<file path="config.mk">
export PLATFORM = sky130hd
export DESIGN_NAME = eth_rx_byte_packer
export DESIGN_NICKNAME = d
export VERILOG_FILES = /design/src/rtl/eth_rx_pkg.sv /design/src/rtl/eth_rx_lane_shifter.sv /design/src/rtl/eth_rx_byte_packer.sv
export SDC_FILE = /design/constraint.sdc
export NUM_CORES = 1
export LEC_CHECK = 0
export ABC_AREA = 1
export CORE_ASPECT_RATIO = 0.6
export CORE_MARGIN = 1
export CORE_UTILIZATION = 53
export DETAILED_ROUTE_END_ITERATION = 6
export PLACE_DENSITY_LB_ADDON = 0.3
export SYNTH_ARGS = -nofsm -noshare
export SYNTH_HDL_FRONTEND = slang
export SYNTH_SLANG_ARGS = --single-unit
export TNS_END_PERCENT = 100
</file>
<file path="constraint.sdc">
create_clock -name clk -period 6.7 [get_ports clk]
set_clock_uncertainty 0.15 [all_clocks]
set_input_delay 1.34 -clock clk [delete_from_list [all_inputs] [get_ports clk]]
set_output_delay 1.34 -clock clk [all_outputs]
set_load 0.01 [all_outputs]
</file>
<file path="src/rtl/eth_rx_pkg.sv">
// Shared definitions for the Ethernet RX byte packer.
//   rx_state_e      : packer FSM states (IDLE / PACK / DROP)
//   rx_desc_t       : per-frame descriptor layout {err, len} at the default length width
//   BYTES_PER_WORD  : bytes packed into one data FIFO word
//   DEFAULT_MAX_LEN : longest frame accepted before truncation
//   lane_pos()      : maps a byte lane index to its byte position inside the word
package eth_rx_pkg;

  localparam int BYTES_PER_WORD  = 4;
  localparam int DEFAULT_MAX_LEN = 1522;
  localparam int DEFAULT_LEN_W   = 16;

  typedef enum logic [1:0] {
    ST_IDLE = 2'd0,
    ST_PACK = 2'd1,
    ST_DROP = 2'd2
  } rx_state_e;

  typedef struct packed {
    logic                     err;
    logic [DEFAULT_LEN_W-1:0] len;
  } rx_desc_t;

  // Lane 0 is the first byte of a word; MSB-first mode places it in the top byte.
  function automatic logic [1:0] lane_pos(input logic [1:0] idx, input bit msb_first);
    return msb_first ? (2'd3 - idx) : idx;
  endfunction

endpackage

</file>
<file path="src/rtl/eth_rx_lane_shifter.sv">
// Byte-to-word steering for the RX packer.
// Tracks the byte lane index, places each accepted byte into its lane and keeps
// unused lanes at zero so a flushed partial word comes out already padded.
// Ports:
//   clk, tb_rst   : clock, asynchronous active-high reset
//   i_accept      : byte on i_data is taken this cycle
//   i_first       : this byte starts a frame (lane index restarts at 0)
//   i_last        : this byte ends the frame (word is flushed, lane index clears)
//   i_data        : received byte
//   o_word        : word including the current byte, unused lanes zero
//   o_word_done   : current byte fills the last lane
module eth_rx_lane_shifter
  import eth_rx_pkg::*;
#(
  parameter bit MSB_FIRST = 1'b0
) (
  input  logic        clk,
  input  logic        tb_rst,
  input  logic        i_accept,
  input  logic        i_first,
  input  logic        i_last,
  input  logic [7:0]  i_data,
  output logic [31:0] o_word,
  output logic        o_word_done
);

  logic [1:0]  r_idx;
  logic [31:0] r_word;
  logic [1:0]  w_idx;
  logic [1:0]  w_pos;
  logic [31:0] w_base;

  // A frame start ignores whatever a dropped frame may have left behind.
  assign w_idx       = i_first ? 2'd0  : r_idx;
  assign w_base      = i_first ? 32'd0 : r_word;
  assign w_pos       = lane_pos(w_idx, MSB_FIRST);
  assign o_word      = w_base | ({24'd0, i_data} << {w_pos, 3'b000});
  assign o_word_done = i_accept && (w_idx == 2'(BYTES_PER_WORD - 1));

  always_ff @(posedge clk or posedge tb_rst) begin
    if (tb_rst) begin
      r_idx  <= 2'd0;
      r_word <= 32'd0;
    end else if (i_accept) begin
      if (o_word_done || i_last) begin
        r_idx  <= 2'd0;
        r_word <= 32'd0;
      end else begin
        r_idx  <= w_idx + 2'd1;
        r_word <= o_word;
      end
    end
  end

endmodule

</file>
<file path="src/rtl/eth_rx_byte_packer.sv">
// Packs the MAC RX byte stream into 32-bit words for the RX data FIFO and writes
// one {err, byte_count} descriptor per frame to the descriptor FIFO.
// Handshake: rx_valid is a pure valid strobe with no ready; a byte presented with
// rx_valid=1 is consumed (packed, counted or discarded) on that clock edge. rx_last
// only has meaning when rx_valid=1. wr_en / len_wr_en are one-cycle write strobes
// into FIFOs that advertise space through wr_full / almost_full.
// Ports:
//   clk, tb_rst            : clock, asynchronous active-high reset
//   rx_data/valid/last     : MAC RX byte interface
//   wr_full, almost_full   : data FIFO status
//   wr_data, wr_en         : data FIFO write port (registered)
//   len_data, len_wr_en    : descriptor FIFO write port {err, byte_count} (registered)
//   frame_cnt, drop_cnt    : good / errored frame counters, wrapping
//   dbg_state              : current FSM state
module eth_rx_byte_packer
  import eth_rx_pkg::*;
#(
  parameter bit MSB_FIRST = 1'b0,
  parameter int MAX_LEN   = DEFAULT_MAX_LEN,
  parameter int LEN_W     = DEFAULT_LEN_W
) (
  input  logic             clk,
  input  logic             tb_rst,
  input  logic [7:0]       rx_data,
  input  logic             rx_valid,
  input  logic             rx_last,
  input  logic             wr_full,
  input  logic             almost_full,
  output logic [31:0]      wr_data,
  output logic             wr_en,
  output logic [LEN_W:0]   len_data,
  output logic             len_wr_en,
  output logic [LEN_W-1:0] frame_cnt,
  output logic [LEN_W-1:0] drop_cnt,
  output rx_state_e        dbg_state
);

  rx_state_e        r_state;
  logic [LEN_W-1:0] r_len;

  logic             w_first;
  logic             w_accept;
  logic             w_word_done;
  logic [31:0]      w_word;
  logic             w_need_write;
  logic             w_lost;
  logic             w_end;
  logic             w_end_err;
  logic             w_at_max;
  logic [LEN_W-1:0] w_len_base;
  logic [LEN_W-1:0] w_len_next;

  // almost_full is only consulted when a frame starts; once packing, the frame runs on.
  assign w_first      = (r_state == ST_IDLE);
  assign w_accept     = rx_valid && ((w_first && !almost_full) || (r_state == ST_PACK));
  assign w_need_write = w_word_done || rx_last;
  assign w_lost       = w_accept && w_need_write && wr_full;

  // Every frame ends on rx_last whatever the state; it is clean only if its byte was packed
  // and its word made it into the FIFO (DROP and an almost_full start never accept).
  assign w_end        = rx_valid && rx_last;
  assign w_end_err    = !w_accept || w_lost;

  assign w_len_base   = w_first ? '0 : r_len;
  assign w_len_next   = (&w_len_base) ? w_len_base : w_len_base + LEN_W'(1);
  assign w_at_max     = (w_len_next == LEN_W'(MAX_LEN));

  assign dbg_state    = r_state;

  eth_rx_lane_shifter #(
    .MSB_FIRST(MSB_FIRST)
  ) u_lane (
    .clk        (clk),
    .tb_rst     (tb_rst),
    .i_accept   (w_accept),
    .i_first    (w_first),
    .i_last     (rx_last),
    .i_data     (rx_data),
    .o_word     (w_word),
    .o_word_done(w_word_done)
  );

  always_ff @(posedge clk or posedge tb_rst) begin
    if (tb_rst) begin
      r_state   <= ST_IDLE;
      r_len     <= '0;
      wr_data   <= 32'd0;
      wr_en     <= 1'b0;
      len_data  <= '0;
      len_wr_en <= 1'b0;
      frame_cnt <= '0;
      drop_cnt  <= '0;
    end else begin
      wr_en     <= 1'b0;
      len_wr_en <= 1'b0;

      if (rx_valid) r_len <= w_len_next;

      if (w_accept && w_need_write && !wr_full) begin
        wr_en   <= 1'b1;
        wr_data <= w_word;
      end

      if (w_end) begin
        len_wr_en <= 1'b1;
        len_data  <= {w_end_err, w_len_next};
        if (w_end_err) drop_cnt  <= drop_cnt + LEN_W'(1);
        else           frame_cnt <= frame_cnt + LEN_W'(1);
      end

      case (r_state)
        ST_IDLE: begin
          if (rx_valid && !rx_last) begin
            if (!w_accept || w_lost || w_at_max) r_state <= ST_DROP;
            else                                 r_state <= ST_PACK;
          end
        end
        ST_PACK: begin
          if (rx_valid) begin
            if (rx_last)                r_state <= ST_IDLE;
            else if (w_lost || w_at_max) r_state <= ST_DROP;
          end
        end
        ST_DROP: begin
          if (w_end) r_state <= ST_IDLE;
        end
        default: r_state <= ST_IDLE;
      endcase
    end
  end

endmodule

</file>
# Yosys cells after proc, flatten, opt, wreduce, memory -nomap -nowiden
# Cells that the tools add are included.
[word_totals] regBits=135 input_bits=14 output_inout_bits=85 elab_cells=62
[op_classes] add_sub_neg=4 n_eq_ne=8 shifts=1 n_mux=15 n_bitwise=2 reduce_logical=22
[ops] cell="2-to-1 mux 32 bit" n=2
[ops] cell="adder 16 x 1 -> 16 bit, second input constant" n=3
[ops] cell="2-to-1 mux 16 bit" n=2
[ops] cell="bitwise OR 32 bit" n=1
[ops] cell="left shift 8 x 5 -> 32 bit" n=1
[ops] cell="== test 16 x 11 -> 1 bit, second input constant" n=1
[ops] cell="2-to-1 mux 2 bit" n=8
[ops] cell="AND reduction 16 bit" n=1
[ops] cell="logical AND 1 bit" n=8
[ops] cell="!= test 2 bit, second input constant" n=3
[ops] cell="one-hot mux 2 bit (3 select lines)" n=1
[ops] cell="logical OR 1 bit" n=5
[ops] cell="== test 2 bit, second input constant" n=2
[ops] cell="zero test 1 bit" n=4
[ops] cell="AND reduction 2 bit" n=2
[ops] cell="AND reduction 4 bit" n=1
[ops] cell="!= test 3 x 2 -> 1 bit, second input constant" n=1
[ops] cell="adder 2 x 1 -> 2 bit, second input constant" n=1
[ops] cell="== test 2 x 1 -> 1 bit, second input constant" n=1
[ops] cell="zero test 2 bit" n=1
[ops] cell="2-to-1 mux 1 bit" n=2
[ops] cell="inverter 1 bit" n=1

# Logic depth before layout (Yosys ltp)
[logic_depth] ltp_word=13 mapped_depth=23 mapped_depth_nobuf=21

# Modules after synthesis
# Synthesis repeated with hierarchy kept, for this count alone.
[hier_totals] hier_cells=856 hier_area_um2=6781.5
[modules_own_cells] module="eth_rx_byte_packer" instances=1 cells_per_inst=599 area_per_inst_um2=4909.7 seq_area_each_um2=2527.4
[modules_own_cells] module="eth_rx_lane_shifter" instances=1 cells_per_inst=257 area_per_inst_um2=1871.8 seq_area_each_um2=850.8

# Worst setup path before layout
# Ideal clock, no wire load.
[synth_timing] kind="input to register" start="in rx_valid" end="reg drop_cnt[14]" setup_ns=0.126 t_arrival_ns=2.664 required_time_ns=6.424 path_slack_ns=3.759 cell_stages=14 n_path_buf=0 cell_sequence="inv_2 > nor2_1 > nand2_1 > o21ai_2 > inv_2 > o21ai_4 > nand2_4 > nor2_4 > nand2_2 > nor2_4 > nand2_1 > nor2_2 > nand2_1 > xnor2_1"
[synth_via] elab_chain_cells=7 elab_cells_between_ends=9 classes_between="reduce/logical (9)"
[synth_lines] item="from (decl)" line_no="eth_rx_byte_packer.sv:25" text="input logic rx_valid,"
[synth_lines] item="logical AND 1 bit" line_no="eth_rx_byte_packer.sv:55" text="assign w_accept = rx_valid && ((w_first && !almost_full) || (r_state == ST_PACK));"
[synth_lines] item="logical AND 1 bit" line_no="eth_rx_lane_shifter.sv:38" text="assign o_word_done = i_accept && (w_idx == 2'(BYTES_PER_WORD - 1));"
[synth_lines] item="logical OR 1 bit" line_no="eth_rx_byte_packer.sv:56" text="assign w_need_write = w_word_done || rx_last;"
[synth_lines] item="logical AND 1 bit (2 in a row)" line_no="eth_rx_byte_packer.sv:57" text="assign w_lost = w_accept && w_need_write && wr_full;"
[synth_lines] item="logical OR 1 bit" line_no="eth_rx_byte_packer.sv:62" text="assign w_end_err = !w_accept || w_lost;"
[synth_lines] item="AND reduction 2 bit (no source line) *"
[synth_lines] item="to (signal assigned)" line_no="eth_rx_byte_packer.sv:107" text="if (w_end_err) drop_cnt <= drop_cnt + LEN_W'(1);"
[synth_lines] item="to (decl)" line_no="eth_rx_byte_packer.sv:34" text="output logic [LEN_W-1:0] drop_cnt,"
# Every way passes the cells marked *; elsewhere a longest branch is shown, timed or not.
# A chain may end at the register's enable or synchronous reset.

# Worst setup path in the final report
[layout_timing] start="in rx_valid" end="reg frame_cnt[11]"
[layout_via] elab_chain_cells=8 elab_cells_between_ends=10 classes_between="bitwise (1); reduce/logical (9)"
[layout_lines] item="logical AND 1 bit" line_no="eth_rx_byte_packer.sv:55"
[layout_lines] item="logical AND 1 bit" line_no="eth_rx_lane_shifter.sv:38"
[layout_lines] item="logical OR 1 bit" line_no="eth_rx_byte_packer.sv:56"
[layout_lines] item="logical AND 1 bit (2 in a row)" line_no="eth_rx_byte_packer.sv:57"
[layout_lines] item="logical OR 1 bit" line_no="eth_rx_byte_packer.sv:62"
[layout_lines] item="inverter 1 bit (no source line)"
[layout_lines] item="AND reduction 2 bit (no source line) *"
[layout_lines] item="to (signal assigned)" line_no="eth_rx_byte_packer.sv:108" text="else frame_cnt <= frame_cnt + LEN_W'(1);"
[layout_lines] item="to (decl)" line_no="eth_rx_byte_packer.sv:33" text="output logic [LEN_W-1:0] frame_cnt,"
# Marks and branches as above.

==> results.yml <==
route:
  drt_iter0_markers: 565
  drtAntennaViolNets: 0
  viasPerCell: 5.517
  drc: 1
  dr.pass1.iters: 7
  avgRoutedWirePerCell_um: 16.23
  drt_wl_total_mm: 16.88
  dr_total_vias: 5738
setup_path:
  critPathCaptureType: "register"
  path_max_fanout: 39
  arrival_ns: 4.23
  cp_num_buf_inv: 5
  timing.rr.end: "drop_cnt[14]"
  crit_start: "rx_valid"
  crit_path_frequent_cell: "nand2_1"
  max_stage_delay_ns: 0.46
  cp_num_cells: 13
  cp_slowest_cell: "clkdlybuf4s50_1"
  start_kind: "primary input"
  critPathKind: "in2reg"
  r2r_slack_ns: 3.13
  rr_startpoint: "u_lane.r_idx[1]"
  critPathCapture: "frame_cnt[11]"
  critPathRequiredTime_ns: 6.86
  path_delay_family: "buffers and inverters"
  ff2ff_path_depth: 15
  crit_path_cell_trace: "clkdlybuf4s50_1 > buf_4 > inv_2 > nor2_1 > nand2_1 > inv_1 > buf_4 > o21ai_4 > nor2_2 > nand2_1 > nor4_1 > nand2_1 > xnor2_1"
sta:
  drv_slew: 0
  finalHoldViolCount: 0
  period_needed_ns: 4.071
  finalSetupViolCount: 0
  rsz0062_at_grt: "no"
  maxSlewHeadroom_pct: 33.48
  fin_crit_sh_pct: 60.76
  max_freq_mhz: 245.6
  tns_ns: 0
  max_slew.worst_pin.slew_ns: 0.9978
floorplan:
  rows: 30
  io_pins: 99
  initial_core_util_pct: 55.88
  core_um2: 11640
  die_w_um: 145.0
  dieArea_um2: 12730
  die_h_um: 87.80
global_route:
  first_global_vias: 5465
  track_usage_pct: 28.17
  grt_pass1_wl_mm: 27.71
  grt_max_degree: 84
  antenna_found_initial: 0
  grt_overflow: 0
cells_and_area:
  final_common_cell: "nand2_1"
  area_growth_pct: 25.90
  drive_gt1_share_pct: 7.955
  fillCellCount: 870
  final_cell_mix: "161 x nand2_1, 135 x dfrtp_1, 120 x inv_1, 98 x clkdlybuf4s50_1, 64 x o22ai_1"
  utilization_pct: 70.35
  diodes: 0
  finalNetCount: 885
placement:
  port_buffers: 98
  dp_hpwl_mm: 11.45
  place_congestion: 0.9586
logic_synthesis:
  synth_warnings: 0
  ys_ff_latch: 135
  synth_area_per_cell_um2: 8.423
  syn_area_um2: 6502
  synth.distinct_cells: 36
  syn-num-nets: 790
  synthArstFlopShare_pct: 100.0
  synth_ff_type: "dfrtp_1"
  synthCells: 772
  synth_edf_count: 0
  ys_seq_area_share_pct: 51.95
status:
  status: "finished with violations"
  failed_checks: "design-rule violations"
clocking:
  cts-hold-fix-buffers: 0
  cts-buffers-inserted: 17
  cts_resized: 0
  post_cts_buffers: 0
  cts_tree: "yes"
  clockRootBuffer: "clkbuf_16"
  clock-sinks: 135
  clkLatencyLatePin_ns: 0.42
  htreeDepth: 4
  clk_path_buf_depth: 2
  clk_transition_reported_paths_ns: 0.06
power_and_ir_drop:
  peakVddDrop_mv: 0.1875
  p_per_area_nw_per_um2: 388.0
  power.total_mw: 3.177
  power.leakage_nw: 3.687
hold_path:
  min_path_type: "reg2reg"
run:
  maxCapViolations: 0
## report_power, final
| part | switching (mW) | internal [mW] | total, mW |
|---|---|---|---|
| Sequential | 0.147 | 1.04 | 1.19 |
| Clock | 0.369 | 0.553 | 0.922 |
| Combinational | 0.606 | 0.462 | 1.07 |
| Total | 1.12 | 2.05 | 3.18 |
## worst register-to-register path, cell delays in order (launching register included)
cell	delay [ns]
dfrtp_1	0.51
clkinv_1	0.39
nor2_1	0.74
ha_1	0.27
inv_1	0.06
o21ai_2	0.17
inv_2	0.08
o21ai_4	0.20
nand2_4	0.14
nor2_4	0.15
nand2_2	0.08
nor2_4	0.13
nand2_1	0.08
nor2_2	0.10
nand2_1	0.07
xnor2_1	0.12
## flip-flops by register name (all words and copies together), names as in the netlist
signal	count
r_len	16
dbg_state	2
wr_data	32
u_lane.r_idx	2
u_lane.r_word	32
len_wr_en	1
drop_cnt	16
frame_cnt	16
wr_en	1
len_data	17
## through the flow
| stage | area, um2 | instances | hold WS [ns] | worst slack [ns] |
|---|---|---|---|---|
| 2_1_floorplan | 6502 | 772 | 0.3245 | 1.599 |
| 3_3_place_gp | 7605 | 1008 | 0.3152 | 2.431 |
| 3_5_place_dp | 7605 | 1008 | 0.3223 | 2.289 |
| 4_1_cts | 8187 | 1040 | 0.3387 | 2.651 |
| 5_1_grt | 8187 | 1040 | 0.3548 | 2.329 |
| 6_report | 8187 | 1040 | 0.3349 | 2.629 |
## how the worst min path moves through the flow
stage / from / end / slack [ns] / cells after the start
floorplan: r_len[0] / r_len[0] / 0.32 / 2
global placement: frame_cnt[15] / frame_cnt[15] / 0.32 / 1
detailed placement: frame_cnt[15] / frame_cnt[15] / 0.32 / 1
CTS: frame_cnt[15] / frame_cnt[15] / 0.34 / 1
global route: len_data[13] / len_data[13] / 0.35 / 2
finish: wr_data[21] / wr_data[21] / 0.33 / 2
## kinds of logic after synthesis
kind of cell             share of synthesized area (%)
adder cells (fa/ha/maj)                         0.7697
buffers and inverters                            9.390
multiplexers                                    0.1732
flip-flops                                       51.95
AO/OA/AOI/OAI                                    12.45
XOR/XNOR                                         4.310
AND/OR/NAND/NOR                                  20.95
## Yosys cell counts (all sizes together) (4+ instances only)
library cell	count	area [um2]
dfrtp	135	3378
inv	129	484.2
nand4	8	50.05
a31oi	11	68.82
clkbuf	19	71.32
o21ai	59	310.3
o22ai	64	400.4
buf	8	47.54
xor2	22	192.7
ha	4	50.05
nand2	168	671.9
a21oi	6	30.03
nand3	35	185.2
xnor2	10	87.58
nor3	9	45.04
nor2	73	329.1
## cell type report
cell class / count / area (um2) / share of cell area, %
Clock inverter: 13 / 148.9 / 1.819
Timing Repair Buffer: 103 / 1018 / 12.44
Multi-Input combinational cell: 479 / 2514 / 30.70
Clock buffer: 19 / 432.9 / 5.288
Tap cell: 160 / 200.2 / 2.445
Sequential cell: 135 / 3378 / 41.27
Inverter: 131 / 494.2 / 6.037
## per-layer routing
layer | track usage (%) | up-vias | wire length (um)
li1 | - | 2693 | -
met1 | 39.80 | 2735 | 7761
met2 | 42.00 | 288 | 7319
met3 | 8.906 | 22 | 1594
met4 | 7.834 | 0 | 208
met5 | 0 | - | 0
Note: power is estimated with default switching activity, not from simulation.
